**src/rtl/ro_slot_receiver.sv**
```systemverilog
// ro_slot_receiver
//   Receive end of the gray-slotted readout bus. A local binary slot counter
//   mirrors the transmitters' gray counter. The step c -> c+1 belongs to
//   channel ctz(~c), and that channel drives both shared lines for the cycle
//   that follows. Each owned cycle is sampled into per-channel shadow bits.
//   Samples that are not all-zero (or every sample, when EMIT_ZEROS=1) are
//   queued as timestamped events behind a valid/ready head.
//
// Ports
//   clk, reset            clock, asynchronous active-high reset
//   enable, sync          counter advance enable, synchronous counter realign
//   bus_pol, bus_pol_eve  shared readout lines
//   chan_pol, chan_pol_eve   last sampled bits per channel
//   ev_valid, ev_ready    event FIFO head handshake
//   ev_chan, ev_pol, ev_pol_eve, ev_time   head event fields
//   overflow              sticky flag: an event was dropped on a full FIFO

module ro_slot_receiver #(
    parameter int N_CH       = 16,
    parameter int FIFO_DEPTH = 8,
    parameter bit EMIT_ZEROS = 1'b0
) (
    input  logic                    clk,
    input  logic                    reset,
    input  logic                    enable,
    input  logic                    sync,
    input  logic                    bus_pol,
    input  logic                    bus_pol_eve,
    output logic [N_CH-1:0]         chan_pol,
    output logic [N_CH-1:0]         chan_pol_eve,
    output logic                    ev_valid,
    input  logic                    ev_ready,
    output logic [$clog2(N_CH)-1:0] ev_chan,
    output logic                    ev_pol,
    output logic                    ev_pol_eve,
    output logic [N_CH-1:0]         ev_time,
    output logic                    overflow
);

    localparam int SW = $clog2(N_CH);
    localparam int AW = $clog2(FIFO_DEPTH);
    localparam int EW = SW + 2 + N_CH;

    logic [N_CH-1:0] cnt_q, cnt_d;
    logic [SW-1:0]   slot_q, slot_d;
    logic            slot_vld_q, slot_vld_d;
    logic [N_CH-1:0] chan_pol_q, chan_pol_d;
    logic [N_CH-1:0] chan_pol_eve_q, chan_pol_eve_d;
    logic [AW:0]     wr_ptr_q, wr_ptr_d;
    logic [AW:0]     rd_ptr_q, rd_ptr_d;
    logic [EW-1:0]   last_q, last_d;
    logic            overflow_q, overflow_d;
    logic [EW-1:0]   mem [FIFO_DEPTH];

    logic [SW-1:0]   tz_slot;
    logic            tz_found;
    logic            sample;
    logic            push;
    logic            pop;
    logic            wr_en;
    logic            fifo_empty;
    logic            fifo_full;
    logic [EW-1:0]   head;

    // Owner of the step out of cnt_q: index of the lowest zero bit.
    // All-ones count has no zero bit and is the idle slot.
    always_comb begin
        tz_slot  = '0;
        tz_found = 1'b0;
        for (int i = 0; i < N_CH; i++) begin
            if (!tz_found && !cnt_q[i]) begin
                tz_slot  = i[SW-1:0];
                tz_found = 1'b1;
            end
        end
    end

    // A sync edge realigns the counter and also drops the pending slot sample,
    // since the owner it was decoded for no longer matches the transmitters.
    assign sample = enable && !sync && slot_vld_q;
    assign push   = sample && (bus_pol || bus_pol_eve || EMIT_ZEROS);

    assign fifo_empty = (wr_ptr_q == rd_ptr_q);
    assign fifo_full  = (wr_ptr_q[AW] != rd_ptr_q[AW]) &&
                        (wr_ptr_q[AW-1:0] == rd_ptr_q[AW-1:0]);
    assign pop        = !fifo_empty && ev_ready;
    // A full FIFO still accepts a push when the head leaves on the same edge.
    assign wr_en      = push && (!fifo_full || pop);

    always_comb begin
        cnt_d      = cnt_q;
        slot_d     = slot_q;
        slot_vld_d = 1'b0;
        if (sync) begin
            cnt_d = '0;
        end else if (enable) begin
            cnt_d      = cnt_q + 1'b1;
            slot_d     = tz_slot;
            slot_vld_d = tz_found;
        end
    end

    always_comb begin
        chan_pol_d     = chan_pol_q;
        chan_pol_eve_d = chan_pol_eve_q;
        if (sample) begin
            chan_pol_d[slot_q]     = bus_pol;
            chan_pol_eve_d[slot_q] = bus_pol_eve;
        end
    end

    always_comb begin
        wr_ptr_d   = wr_ptr_q + {{AW{1'b0}}, wr_en};
        rd_ptr_d   = rd_ptr_q + {{AW{1'b0}}, pop};
        overflow_d = overflow_q || (push && fifo_full && !pop);
        last_d     = last_q;
        if (pop) begin
            last_d = mem[rd_ptr_q[AW-1:0]];
        end
    end

    always_ff @(posedge clk or posedge reset) begin
        if (reset) begin
            cnt_q          <= '0;
            slot_q         <= '0;
            slot_vld_q     <= 1'b0;
            chan_pol_q     <= '0;
            chan_pol_eve_q <= '0;
            wr_ptr_q       <= '0;
            rd_ptr_q       <= '0;
            last_q         <= '0;
            overflow_q     <= 1'b0;
        end else begin
            cnt_q          <= cnt_d;
            slot_q         <= slot_d;
            slot_vld_q     <= slot_vld_d;
            chan_pol_q     <= chan_pol_d;
            chan_pol_eve_q <= chan_pol_eve_d;
            wr_ptr_q       <= wr_ptr_d;
            rd_ptr_q       <= rd_ptr_d;
            last_q         <= last_d;
            overflow_q     <= overflow_d;
        end
    end

    // Storage needs no reset: an empty FIFO presents last_q, never mem.
    always_ff @(posedge clk) begin
        if (wr_en) begin
            mem[wr_ptr_q[AW-1:0]] <= {slot_q, bus_pol, bus_pol_eve, cnt_q};
        end
    end

    // Empty FIFO holds the last accepted head so the fields stay stable.
    assign head = fifo_empty ? last_q : mem[rd_ptr_q[AW-1:0]];

    assign {ev_chan, ev_pol, ev_pol_eve, ev_time} = head;
    assign ev_valid     = !fifo_empty;
    assign chan_pol     = chan_pol_q;
    assign chan_pol_eve = chan_pol_eve_q;
    assign overflow     = overflow_q;

endmodule

```
**config.mk**
```make
export PLATFORM = sky130hd
export DESIGN_NAME = ro_slot_receiver
export DESIGN_NICKNAME = d
export VERILOG_FILES = /design/src/rtl/ro_slot_receiver.sv
export SDC_FILE = /design/constraint.sdc
export NUM_CORES = 1
export LEC_CHECK = 0
export BUFFER_PORTS_ARGS = -buffer_cell sky130_fd_sc_hd__buf_2
export CORE_ASPECT_RATIO = 2
export CORE_MARGIN = 3
export CORE_UTILIZATION = 25
export CTS_CLUSTER_DIAMETER = 200
export CTS_CLUSTER_SIZE = 10
export DETAILED_ROUTE_END_ITERATION = 10
export MAX_ROUTING_LAYER = met4
export SYNTH_ARGS = -nofsm -noshare
export SYNTH_HDL_FRONTEND = slang
export SYNTH_SLANG_ARGS = --single-unit
```
**constraint.sdc**
```tcl
create_clock -name clk -period 11.15 [get_ports clk]
set_input_delay 0.5575 -clock clk [delete_from_list [all_inputs] [get_ports clk]]
set_output_delay 0.5575 -clock clk [all_outputs]
set_load 0.1 [all_outputs]
```
==> impl_metrics.yaml <==
cts:
  insertion_delay_ps: 540
  post_cts_buffers: 0
  htreeDepth: 1
  cts.path.max_buffers: 3
  clk_pin_slew_worst_paths_ps: 60
  cts.sinks: 260
  clockRootBuffer: "clkbuf_16"
  cts-buffers-inserted: 29
  cts_resized: 0
  cts_tree: "built"
  hold_buffers: 0
critical_path:
  r2r-start: "rd_ptr_q[2]"
  crit_chain: "buf_4 -> mux4_2 -> mux2i_1 -> a21oi_1 -> buf_2"
  cp_slowest_stage_delay_ps: 690
  start_kind: "register"
  critPathRequiredTime_ps: 10590
  setup.worst_path.start: "rd_ptr_q[1]"
  rrSetupSlack_ps: 7890
  reg2regPathDepth: 6
  crit_fanout: 41
  path_class: "register to output port"
  critPathArrivalTime_ps: 3040
  worstSetupEndpointType: "output port"
  critical_path.slowest_cell: "buf_4"
final_layout:
  utilization_pct: 29.55
  final_nets: 736
  area_delta_synth_final_pct: 16.72
  multi_input_area_um2: 3055
  layout_common_cells: "edfxtp_1, dfrtp_1, buf_2"
  drive_gt1_share_pct: 27.46
  register_area_um2: 7390
  layout_commonest_cell: "edfxtp_1"
  final.fill_count: 4237
drt:
  drtPass1Iterations: 4
  vias: 5674
  route.detailed.drc: 0
  avgRoutedWirePerCell_um: 18.26
  postRouteAntennaNets: 0
  routed_wl_um: 23460
  vias_per_cell: 4.416
  drt-initial-drc-count: 229
min_path:
  min_path_type: "input pin to async pin"
floorplan:
  rows: 106
  die_w_um: 151.7
  start_util_pct: 25.31
  die_h_um: 297.3
  core_area_um2: 41910
  ios: 63
  dieArea_um2: 45090
power_and_ir_drop:
  pwr_density_cell_nw_per_um2: 275.6
  ir_drop_mv: 0.1363
  p_leak_nw: 4.698
synthesis:
  ys_warn_count: 0
  synth_seq_area_share_pct: 69.63
  synth_area_leaders: "edfxtp_1, dfrtp_1, mux4_2, mux2_2, mux2i_1"
  synth_nets: 665
  ys_async_sr_fraction_pct: 32.31
  synth-seq-cells: 260
  syn_inst: 651
  synth_area_um2: 10610
  synth-main-ff-cell: "edfxtp_1"
  synth-edff-count: 176
  synth_area_per_cell_um2: 16.30
  yosys.area.top_type: "edfxtp_1"
  yosysUniqueCellTypes: 54
  yosysTopAreaCellShare_pct: 49.82
global_routing:
  grt_pass1_wl_um: 36490
  grt_usage_pct: 10.83
  grt_max_degree: 61
  grt_pass1_vias: 6206
  grt_overflow_total: 0
  antenna_found_initial: 2
timing:
  finalCriticalPeriod_ps: 3599
  rsz0062_at_grt: "false"
  fin_crit_sh_pct: 32.28
  setup_tns_ps: 0
  finalHoldViolCount: 0
  tightest_slew_ps: 1146
  setup_viol: 0
  report.final.slew_viol_count: 0
  skew_ps: 10.39
  relSlewSlack_pct: 23.53
  max_clock_freq_mhz: 277.9
flow_run:
  cap_violations: 0
place:
  dp_hpwl_um: 14780
  gp_congestion: 0.7951
  io_buffers: 62
outcome:
  outcome: "finished, final reports clean"
==> worst max-delay path, delay by kind of cell, from the launching register on <==
| family | cells | cell delay (ps) |
|---|---|---|
| buf+inv | 2 | 1010 |
| mux | 2 | 870 |
| flops | 1 | 450 |
| compound gates | 1 | 110 |
==> final cells by class <==
cell class | instances | share of cell area (%)
Clock inverter | 1 | 0.07073
Clock buffer | 51 | 6.527
Antenna cell | 2 | 0.04042
Tap cell | 540 | 5.456
Multi-Input combinational cell | 348 | 24.67
Inverter | 8 | 0.2627
Timing Repair Buffer | 75 | 3.294
Sequential cell | 260 | 59.67
==> path summary, 6_finish.rpt <==
kind                               end
setup / recovery            ev_time[5]
hold / removal                cnt_q[4]
setup reg to reg             mem[3][7]
hold reg to reg             last_q[13]
max in group asynchronous  rd_ptr_q[2]
min in group clk              cnt_q[1]
==> synth_stat cells, drive strengths merged, types with 7 or more instances <==
| cell | number |
|---|---|
| mux2 | 33 |
| inv | 8 |
| buf | 23 |
| nand2 | 44 |
| a21oi | 31 |
| mux2i | 22 |
| nor2 | 50 |
| xnor2 | 8 |
| ha | 7 |
| nand3 | 10 |
| xor2 | 10 |
| dfrtp | 84 |
| clkbuf | 12 |
| edfxtp | 176 |
| mux4 | 44 |
| o21ai | 28 |
==> routing by layer <==
metal  track usage (%)  vias up  wire (µm)
met5                 -        -          0
met4             4.006        0        742
met3             1.509       49        791
met2             20.82       98      13610
met1             10.72     2913       8321
li1                  -     2614          -
==> sequential cells by signal, summed over array words and instances, names as in the netlist <==
| signal | cells |
|---|---|
| chan_pol | 16 |
| chan_pol_eve | 16 |
| cnt_q | 16 |
| last_q | 22 |
| mem | 176 |
| overflow | 1 |
| rd_ptr_q | 4 |
| slot_q | 4 |
| slot_vld_q | 1 |
| wr_ptr_q | 4 |
==> kinds of logic (layout without fill, tap and decap cells) <==
kind of cell,Yosys count,in the layout,synth area share [%]
AND/OR/NAND/NOR,150,150,7.230
flip-flops,260,260,69.63
buffers and inverters,43,135,1.993
XOR/XNOR,18,18,1.486
adder cells (fa/ha/maj),7,7,0.8255
AO/OA/AOI/OAI,74,74,3.916
multiplexers,99,99,14.92
other,0,2,0
==> where the power goes <==
group | switching (mW) | internal [mW]
Clock | 0.355 | 0.485
Combinational | 1.07 | 0.323
Sequential | 0.0734 | 1.11
==> stage by stage <==
step	std cells	power [mW]	setup WS, ps	area, µm²	hold WS, ps
final	1285	3.413	7551	12380	9.984
after detailed placement	1231	2.623	7816	11560	470.6
after floorplan	651	2.390	7252	10610	450.5
after CTS	1283	3.472	7398	12380	10.04
after global routing	1285	3.574	7267	12380	32.33
after global placement	1231	2.612	7884	11560	462.0
No activity file was read; power rests on OpenSTA's default activity.
